File: src/rtl/seven_seg_scan_ctrl.sv
// Time-multiplexed seven-segment scan controller with frame-synchronous display loads.
// Optional leading-zero blanking is compiled in with `define SEVEN_SEG_LZ_BLANK_EN.
module seven_seg_scan_ctrl #(
   parameter int NUM_DIGITS = 4,
   parameter int SCAN_DIV   = 1000
) (
   input  logic                    clk,
   input  logic                    rst,
   input  logic                    wr_val,
   output logic                    wr_rdy,
   input  logic [4*NUM_DIGITS-1:0] wr_data,
   output logic [3:0]              dec_in,
   input  logic [6:0]              dec_seg,
   output logic [6:0]              seg,
   output logic [NUM_DIGITS-1:0]   an,
   output logic                    frame_done
);

   localparam int IDX_W = $clog2(NUM_DIGITS);
   localparam int CNT_W = $clog2(SCAN_DIV);
   localparam logic [IDX_W-1:0]      LAST_IDX = IDX_W'(NUM_DIGITS - 1);
   localparam logic [CNT_W-1:0]      LAST_CNT = CNT_W'(SCAN_DIV - 1);
   localparam logic [6:0]            SEG_OFF  = 7'h7F;
   localparam logic [NUM_DIGITS-1:0] AN_ONE   = NUM_DIGITS'(1);

   typedef enum logic {
      BLANK,
      DRIVE
   } state_t;

   state_t                  state;
   logic [IDX_W-1:0]        idx;
   logic [CNT_W-1:0]        cnt;
   logic [4*NUM_DIGITS-1:0] shown;
   logic [4*NUM_DIGITS-1:0] pending;
   logic                    pend_v;
   logic                    drive_lit;

   assign dec_in     = shown[{idx, 2'b00} +: 4];
   assign wr_rdy     = !pend_v;
   assign frame_done = (state == DRIVE) && (cnt == LAST_CNT) && (idx == LAST_IDX);

`ifdef SEVEN_SEG_LZ_BLANK_EN
   logic [IDX_W-1:0] msd;

   // NOTE: combinational blocks use blocking assignments and assign a default
   // first, so every path writes msd and no latch is inferred.
   always_comb begin
      msd = '0;
      for (int i = 1; i < NUM_DIGITS; i++) begin
         if (shown[4*i +: 4] != 4'h0) msd = IDX_W'(i);
      end
   end

   assign drive_lit = (idx <= msd);
`else
   assign drive_lit = 1'b1;
`endif

   // Outputs are loaded one edge ahead so that an/seg are lit exactly while
   // the FSM sits in DRIVE and dark for the single BLANK cycle.
   // NOTE: all state here uses non-blocking assignments so every register
   // samples pre-edge values regardless of statement order.
   always_ff @(posedge clk) begin
      if (rst) begin
         state   <= BLANK;
         idx     <= '0;
         cnt     <= '0;
         shown   <= '0;
         pending <= '0;
         pend_v  <= 1'b0;
         an      <= '0;
         seg     <= SEG_OFF;
      end else begin
         if (wr_val && wr_rdy) begin
            pending <= wr_data;
            pend_v  <= 1'b1;
         end else if (frame_done && pend_v) begin
            shown  <= pending;
            pend_v <= 1'b0;
         end

         case (state)
            BLANK: begin
               state <= DRIVE;
               cnt   <= '0;
               an    <= drive_lit ? (AN_ONE << idx) : '0;
               seg   <= drive_lit ? dec_seg : SEG_OFF;
            end
            DRIVE: begin
               if (cnt == LAST_CNT) begin
                  state <= BLANK;
                  idx   <= (idx == LAST_IDX) ? '0 : idx + 1'b1;
                  an    <= '0;
                  seg   <= SEG_OFF;
               end else begin
                  cnt <= cnt + 1'b1;
                  an  <= drive_lit ? (AN_ONE << idx) : '0;
                  seg <= drive_lit ? dec_seg : SEG_OFF;
               end
            end
            default: state <= BLANK;
         endcase
      end
   end

endmodule

File: config.mk
export PLATFORM = sky130hd
export DESIGN_NAME = seven_seg_scan_ctrl
export DESIGN_NICKNAME = d
export VERILOG_FILES = /design/src/rtl/seven_seg_scan_ctrl.sv
export SDC_FILE = /design/constraint.sdc
export NUM_CORES = 1
export LEC_CHECK = 0
export BUFFER_PORTS_ARGS = -buffer_cell sky130_fd_sc_hd__buf_2
export CAP_MARGIN = 5
export CELL_PAD_IN_SITES_DETAIL_PLACEMENT = 0
export CELL_PAD_IN_SITES_GLOBAL_PLACEMENT = 2
export CORE_ASPECT_RATIO = 0.75
export CORE_MARGIN = 3
export CORE_UTILIZATION = 36
export CTS_BUF_LIST = sky130_fd_sc_hd__clkbuf_4 sky130_fd_sc_hd__clkbuf_8 sky130_fd_sc_hd__clkbuf_16
export CTS_CLUSTER_SIZE = 28
export DETAILED_ROUTE_END_ITERATION = 10
export PLACE_DENSITY_LB_ADDON = 0.1
export SKIP_LAST_GASP = 1
export SLEW_MARGIN = 20
export SYNTH_ARGS = -nofsm -noshare
export SYNTH_HDL_FRONTEND = slang
export SYNTH_SLANG_ARGS = --single-unit
File: constraint.sdc
create_clock -name clk -period 3.9 [get_ports clk]
set_input_delay 0.39 -clock clk [delete_from_list [all_inputs] [get_ports clk]]
set_output_delay 0.39 -clock clk [all_outputs]
set_load 0.02 [all_outputs]
==> reports/results.txt, run 1 <==
outcome -> completed
fillers -> 634
worst path cell trace -> ha_1 > nand2_1 > nor3_1 > and3_1 > buf_2
I/O Buffers -> 42
Layout Skew -> 0.00433 ns
Synth top area share -> 0.473
number of synthesized flops with an enable pin -> 0
sequential area share after synthesis -> 0.473
Routed WL per cell -> 12.3 um
vias in the first global route -> 1667
Clk pin slew, worst setup/hold paths -> 0.06 ns
clock net sink count -> 57
Mapped Nets -> 282
Area after DPL -> 2660 um2
final cell count without fillers -> 377
drt pass-1 iters -> 4
Reg2Reg Depth -> 5
post-route ant nets -> 0
top-count cell post-synth -> dfxtp_1
drt drc -> 0
Max VDD drop -> 0.239 mV
Yosys cell types -> 35
# IOs -> 43
pre-CTS setup slack -> 1.98 ns
Post-DP HPWL -> 3140 um
Hold Path Stages -> 2
Final Wtd Congestion -> 0.773
Max transition margin -> 0.379
final core occ -> 0.458
clock root buffer -> clkbuf_8
WHS Endpoint -> seg[6]
P&R area growth vs syn -> 21.6%
post-synthesis cell area -> 2410 um2
die width -> 101 um
worst reg-to-reg setup slack -> 2.06 ns
CP endpoint kind -> primary output
Initial Utilization -> 0.376
Mean Syn Cell Area -> 9.62 um2
final period utilization -> 0.591
RSZ-0062 raised after global routing -> no
post-CTS setup buffers -> 0
ys flop type -> dfxtp_1
Worst Slack Setup Final -> 1.60 ns
final instance area -> 2930 um2
Worst Hold Launch -> dec_seg[6]
Least-Margin Pin Slew -> 0.920 ns
Largest stage delay, worst path -> 0.42 ns
CP startpoint -> cnt[0]
largest net degree at the start of global routing -> 58
Final Critical Period -> 2.30 ns
Vias/cell -> 4.58
H-tree depth -> 3
share of cells above drive strength 1 -> 0.236
crit path kind -> reg -> out
cell accounting for the most synthesized area -> dfxtp_1
WP data arrival -> 1.91 ns
final setup fails -> 0
Final Net Count -> 322
CTS tree -> built
Fin Setup TNS -> 0 ns
Max Fclk -> 0.434 GHz
DRT iter0 DRCs -> 75
Static Leakage -> 1.12 nW
worst-path fanout max -> 6
first-pass GRT wire length -> 7940 um
register area -> 1140 um2
clock buffer count from CTS -> 9
Worst Path Buf+Inv -> 1
largest cells by area after synthesis -> dfxtp_1 47%, nand2b_1 11%, mux2i_1 7.5%
Power per Cell Area -> 485 nW/um2
Async SR Flop Fraction -> 0
total number of vias -> 1725
PostCTS Resize Cnt -> 0
Crit path required time -> 3.51 ns
initial antenna violation count -> 0
num rows -> 25
reg-to-reg endpoint -> shown[3]
Total GRT Usage -> 0.131
latest clock arrival within the worst-skew pair -> 0.33 ns
area taken by multi-input logic gates -> 1180 um2
worst min-delay path class -> in -> reg
max cap viols -> 0
grt total ovfl -> 0
die footprint -> 7730 um2
Critical-path top delay cell -> nor3_1
Seq cells post-synth -> 57
# hold bufs at CTS -> 0
Placed Cells -> 361
die height -> 76.9 um
Clock Tree Buf Depth -> 2
Final Hold Viols -> 0
Core Region -> 6410 um2
Cells after Synth -> 251
worst r2r src -> idx[0]
Yosys Warn Count -> 0
Worst Setup Start Kind -> register
wirelength, routed -> 4640 um
commonest cells in the netlist -> 57 x dfxtp_1, 43 x nand2b_1, 37 x nand2_1, 21 x a21oi_1, 18 x mux2i_1
Top Family by Delay on Critical Path -> simple AND/OR/NAND/NOR gates
Antenna Cells -> 0
Pins Over Slew Limit -> 0
## area by class of cell
| type | instances | share of cell area |
|---|---|---|
| tap | 81 | 0.0345 |
| sequential | 57 | 0.389 |
| inverter | 5 | 0.00640 |
| timing repair buffer | 43 | 0.0742 |
| multi-input combinational | 175 | 0.402 |
| clock buffer | 11 | 0.0516 |
| clock inverter | 5 | 0.0426 |
## worst max-delay path by stage
stage                 endpoint  depth (start not counted)
floorplan           frame_done                          3
global placement    frame_done                          5
detailed placement  frame_done                          5
CTS                 frame_done                          5
global route        frame_done                          5
finish              frame_done                          5
## cell usage in the layout, fill, tap and decap left out, types with 2 or more instances in the layout
cell type / count
dfxtp_1: 57
nand2b_1: 43
buf_2: 42
nand2_1: 37
a21oi_1: 21
mux2i_1: 18
clkbuf_8: 11
nor3_1: 6
inv_1: 5
ha_1: 5
mux4_2: 4
and2_1: 4
nor2_1: 4
nand3_1: 4
o21ai_0: 4
bufinv_16: 4
and4_1: 2
nand4_1: 2
or3_1: 2
o31ai_1: 2
or4_1: 2
o21a_1: 2
## metal layers
| metal | global-route usage | vias up | wire length, um |
|---|---|---|---|
| met2 | 0.166 | 38 | 1750 |
| met3 | 0.0573 | 7 | 276 |
| met1 | 0.188 | 756 | 2540 |
| met4 | 0.0579 | 0 | 74 |
| li1 | - | 924 | - |
| met5 | 0 | - | 0 |
## metrics by stage
stage	hold WS [ns]	power (mW)
detailed placement	0.447	0.689
finish	0.236	1.42
CTS	0.216	1.45
global placement	0.445	0.689
global route	0.220	1.48
floorplan	0.437	0.663
## power breakdown
group | switching (mW) | internal [mW]
logic | 0.0376 | 0.0299
clock network | 0.225 | 0.523
registers | 0.00853 | 0.598
total | 0.272 | 1.15
## registers in the layout, indices dropped and copies added, names as in the netlist
name and cells:
cnt 10, pending 16, an 4, seg 7, state 1, shown 16
pend_v 1, idx 2
## cell families after synthesis
family	after synthesis	share of synthesized area
and+or+nand+nor	115	0.269
DFF	57	0.473
AOI/OAI and AO/OA	31	0.0721
muxes	23	0.117
buffers and inverters	19	0.0399
adders and majority gates	5	0.0259
xor gates and xnor gates	1	0.00363
Power figures use the tool's default switching activity.
==> inputs of run 2 (changes only) <==
Settings changed: ABC_AREA set to 1, CORE_UTILIZATION 36 to 29.
Clock period 3.9 ns to 2.1 ns, I/O delays scaled along.
==> reports/results.txt, run 2 <==
worst path cell trace -> ha_1 > nand2_4 > nor2_2 > nand2_1 > nor2_1 > buf_2
final core occ -> 0.358
drt pass-1 iters -> 4
post-CTS setup buffers -> 0
# IOs -> 43
Initial Utilization -> 0.301
Top Family by Delay on Critical Path -> simple AND/OR/NAND/NOR gates
CP endpoint kind -> primary output
Antenna Cells -> 0
Power, Total -> 2.21 mW
Pins Over Slew Limit -> 0
share of cells above drive strength 1 -> 0.225
Max transition margin -> 0.716
cell accounting for the most synthesized area -> dfxtp_1
RSZ-0062 raised after global routing -> no
I/O Buffers -> 42
clock root buffer -> clkbuf_8
post-route ant nets -> 0
Worst Path Buf+Inv -> 1
Largest stage delay, worst path -> 0.37 ns
Critical-path top delay cell -> dfxtp_1
P&R area growth vs syn -> 18.8%
worst min-delay path class -> in -> reg
Crit path required time -> 1.89 ns
CTS tree -> built
num rows -> 28
Final Critical Period -> 1.84 ns
grt total ovfl -> 0
Clk pin slew, worst setup/hold paths -> 0.06 ns
die height -> 84.7 um
latest clock arrival within the worst-skew pair -> 0.34 ns
largest net degree at the start of global routing -> 36
DRT iter0 DRCs -> 78
Clock Tree Buf Depth -> 2
area taken by multi-input logic gates -> 1010 um2
largest cells by area after synthesis -> dfxtp_1 48%, nor2_1 8.8%, o21ai_0 6.5%
wirelength, routed -> 5560 um
first-pass GRT wire length -> 9620 um
die footprint -> 9400 um2
worst-path fanout max -> 4
Least-Margin Pin Slew -> 0.424 ns
max cap viols -> 0
outcome -> completed
Synth top area share -> 0.476
Cells after Synth -> 298
Async SR Flop Fraction -> 0
Max VDD drop -> 0.411 mV
Total GRT Usage -> 0.132
ys flop type -> dfxtp_1
Top Registers -> pending: 16 flops, shown: 16 flops, cnt: 10 flops
Final Net Count -> 373
Mapped Nets -> 329
die width -> 111 um
Core Region -> 7950 um2
WP data arrival -> 1.63 ns
top-count cell post-synth -> dfxtp_1
H-tree depth -> 3
Routed WL per cell -> 12.3 um
crit path kind -> reg -> out
Final Hold Viols -> 0
Mean Syn Cell Area -> 8.04 um2
Yosys cell types -> 27
Seq cells post-synth -> 57
number of synthesized flops with an enable pin -> 0
initial antenna violation count -> 0
register area -> 1140 um2
commonest cells in the netlist -> 57 x dfxtp_1, 56 x nor2_1, 31 x inv_1, 31 x o21ai_0, 27 x nand2_1
Max Fclk -> 0.545 GHz
Fin Setup TNS -> 0 ns
Static Leakage -> 1.27 nW
Worst Setup Start Kind -> register
sequential area share after synthesis -> 0.476
final setup fails -> 0
fillers -> 852
Layout Skew -> 0.00404 ns
vias in the first global route -> 1859
clock buffer count from CTS -> 9
Power per Cell Area -> 777 nW/um2
Yosys Warn Count -> 0
total number of vias -> 1953
Post-DP HPWL -> 3970 um
commonest non-fill, non-tap cell in the layout -> dfxtp_1
most frequent cells in the layout -> 56 x dfxtp_1, 55 x nor2_1, 42 x buf_2
Vias/cell -> 4.32
Final Wtd Congestion -> 0.787
post-synthesis cell area -> 2400 um2
drt drc -> 0
clock net sink count -> 57
final period utilization -> 0.874
==> run 2: changes by cell type in the layout (fill, tap and decap cells not counted), moves of 5 or more <==
cell and delta:
inv_1 +26, mux2i_1 -18, nand2_1 -10, nand2b_1 -43, nand4_1 +17, nor2_1 +51
nor3_1 -6, o21ai_0 +27, or2_1 +5
==> run 2: cell families (layout without fill, tap and decap cells) <==
kind of cell	Yosys count	in the layout	share of synthesized area
xor gates and xnor gates	3	3	0.0110
and+or+nand+nor	124	124	0.257
DFF	57	57	0.476
buffers and inverters	49	98	0.102
AOI/OAI and AO/OA	60	60	0.127
adders and majority gates	5	5	0.0261
==> run 2: final timing paths <==
path | startpoint | end | slack [ns] | depth (start not counted)
max reg2reg | cnt[1] | shown[15] | 0.39 | 8
max | cnt[1] | frame_done | 0.26 | 6
min reg2reg | pending[14] | pending[14] | 0.46 | 2
min | dec_seg[0] | seg[0] | 0.05 | 2
==> run 2: layout make-up <==
| cell class | instances | share of cell area |
|---|---|---|
| clock buffers | 13 | 0.0584 |
| inverters | 35 | 0.0461 |
| well taps | 105 | 0.0461 |
| repair buffers | 47 | 0.0870 |
| multi-input cells | 192 | 0.356 |
| clock inverters | 3 | 0.00527 |
| flip-flops and latches | 57 | 0.401 |
==> run 2: report_power, final <==
part | switching (mW) | total, mW | internal, mW
Combinational | 0.0959 | 0.149 | 0.0535
Clock | 0.423 | 0.936 | 0.513
Sequential | 0.0101 | 1.13 | 1.12
Total | 0.529 | 2.21 | 1.68
==> run 2: metrics by stage <==
step	instance area, um2	setup WS [ns]	instances	hold WS (ns)
2_1_floorplan	2400	0.638	298	0.310
3_3_place_gp	2660	0.408	436	0.389
3_5_place_dp	2660	0.401	436	0.392
4_1_cts	2840	0.167	452	0.0241
5_1_grt	2850	0.0209	452	0.0237
6_report	2850	0.264	452	0.0459
==> run 2: per-layer routing <==
layer,part of all wire,vias up,GRT usage
met5,0,-,0
met1,0.58,846,0.199
li1,-,1055,-
met4,0.018,0,0.0570
met2,0.36,42,0.159
met3,0.049,10,0.0526
==> run 2: what timing repair did <==
action / CTS / global route
hold endpoints to repair: 0 / 0
endpoints found under the setup margin: 0 / 1
hold buffers: 0 / 0
resized for setup: 0 / 2
==> inputs of run 3 (changes only) <==
Settings changed: ABC_AREA 1 to unset, CAP_MARGIN 5 to 20, CORE_UTILIZATION 29 to 30.
==> reports/results.txt, run 3 (synthesis gave the netlist of run 1 again) <==
Int Power -> 1.84 mW
DRT iter0 DRCs -> 76
drt pass-1 iters -> 6
first-pass GRT wire length -> 8340 um
WP data arrival -> 1.78 ns
die height -> 83.7 um
Clock Tree Buf Depth -> 2
latest clock arrival within the worst-skew pair -> 0.33 ns
Max VDD drop -> 0.301 mV
post-route ant nets -> 0
Power per Cell Area -> 794 nW/um2
RSZ-0062 raised after global routing -> no
die footprint -> 9170 um2
final setup fails -> 0
Hold Path Stages -> 2
outcome -> completed
Layout Skew -> 0.00791 ns
Worst Hold Launch -> dec_seg[3]
H-tree depth -> 3
drt drc -> 0
worst min-delay path class -> in -> reg
Max Fclk -> 0.503 GHz
die width -> 110 um
Final Net Count -> 328
I/O Buffers -> 42
Core Region -> 7570 um2
largest net degree at the start of global routing -> 57
logic gate share of total power -> 0.057
initial antenna violation count -> 0
clock root buffer -> clkbuf_8
Initial Utilization -> 0.319
Reg2Reg Depth -> 4
Static Leakage -> 1.13 nW
Switching Fraction -> 0.213
Clock power frac -> 0.461
# hold bufs at CTS -> 0
fillers -> 806
clock net sink count -> 57
P&R area growth vs syn -> 22.0%
num rows -> 27
Clk pin slew, worst setup/hold paths -> 0.07 ns
most frequent cells in the layout -> 57 x dfxtp_1, 43 x nand2b_1, 42 x buf_2
Pins Over Slew Limit -> 0
clock buffer count from CTS -> 9
Max transition margin -> 0.684
vias in the first global route -> 1690
Crit path required time -> 1.89 ns
max cap viols -> 0
grt total ovfl -> 0
Vias/cell -> 4.46
CP startpoint -> cnt[0]
Top Registers -> pending: 16 flops, shown: 16 flops, cnt: 10 flops
Routed WL per cell -> 12.6 um
Least-Margin Pin Slew -> 0.473 ns
# IOs -> 43
register share of total power -> 0.482
commonest non-fill, non-tap cell in the layout -> dfxtp_1
final period utilization -> 0.946
total number of vias -> 1796
Total GRT Usage -> 0.117
worst r2r src -> cnt[9]
Final Hold Viols -> 0
post-CTS setup buffers -> 0
worst-path fanout max -> 6
Final Critical Period -> 1.99 ns
PostCTS Resize Cnt -> 0
Antenna Cells -> 0
CP endpoint kind -> primary output
Worst Setup Start Kind -> register
Final Wtd Congestion -> 0.766
crit path kind -> reg -> out
switching power -> 497 uW
Post-DP HPWL -> 3400 um
Fin Setup TNS -> 0 ns
final cell count without fillers -> 403
Placed Cells -> 387
CTS tree -> built
wirelength, routed -> 5070 um
share of cells above drive strength 1 -> 0.252
-- run 3: metal layers --
metal	vias up	track usage	routed length [um]
met2	38	0.154	2000
met1	813	0.171	2730
met3	7	0.0449	262
met5	-	0	0
li1	938	-	-
met4	0	0.0442	79
-- run 3: critical path, stage by stage (launching register included) --
cell     delay (ns)
dfxtp_1        0.37
ha_1           0.28
nand2_1        0.16
nor3_2         0.30
and3_1         0.19
buf_2          0.16
-- run 3: area by class of cell --
| type | instances | area, um2 | area share |
|---|---|---|---|
| Sequential cell | 57 | 1140 | 0.387 |
| Inverter | 5 | 18.8 | 0.00637 |
| Clock inverter | 2 | 35.0 | 0.0119 |
| Timing Repair Buffer | 49 | 263 | 0.0892 |
| Tap cell | 101 | 126 | 0.0429 |
| Clock buffer | 14 | 180 | 0.0612 |
| Multi-Input combinational cell | 175 | 1180 | 0.401 |
-- run 3: final timing paths --
kind	endpoint	slack, ns
worst max-delay path	frame_done	0.11
worst min-delay path	seg[3]	0.06
worst max register to register	shown[7]	0.43
worst min register to register	pending[5]	0.45
-- run 3: power by group through the flow --
stage	clock [mW]	sequential, mW	combinational (mW)
after floorplan	0	1.16	0.0736
final	1.08	1.13	0.134
after global routing	1.17	1.13	0.152
after global placement	0	1.15	0.137
after detailed placement	0	1.15	0.136
after CTS	1.12	1.13	0.137
-- run 3: per-stage QoR --
stage | cell area [um2] | utilization | setup slack (ns) | hold slack [ns] | total power, mW
floorplan | 2410 | - | 0.570 | 0.311 | 1.23
detailed placement | 2730 | 0.360 | 0.383 | 0.395 | 1.29
global placement | 2730 | 0.360 | 0.424 | 0.389 | 1.29
global route | 2950 | 0.389 | 0.00263 | 0.0457 | 2.45
CTS | 2940 | 0.389 | 0.0108 | 0.0371 | 2.39
finish | 2950 | 0.389 | 0.113 | 0.0560 | 2.34
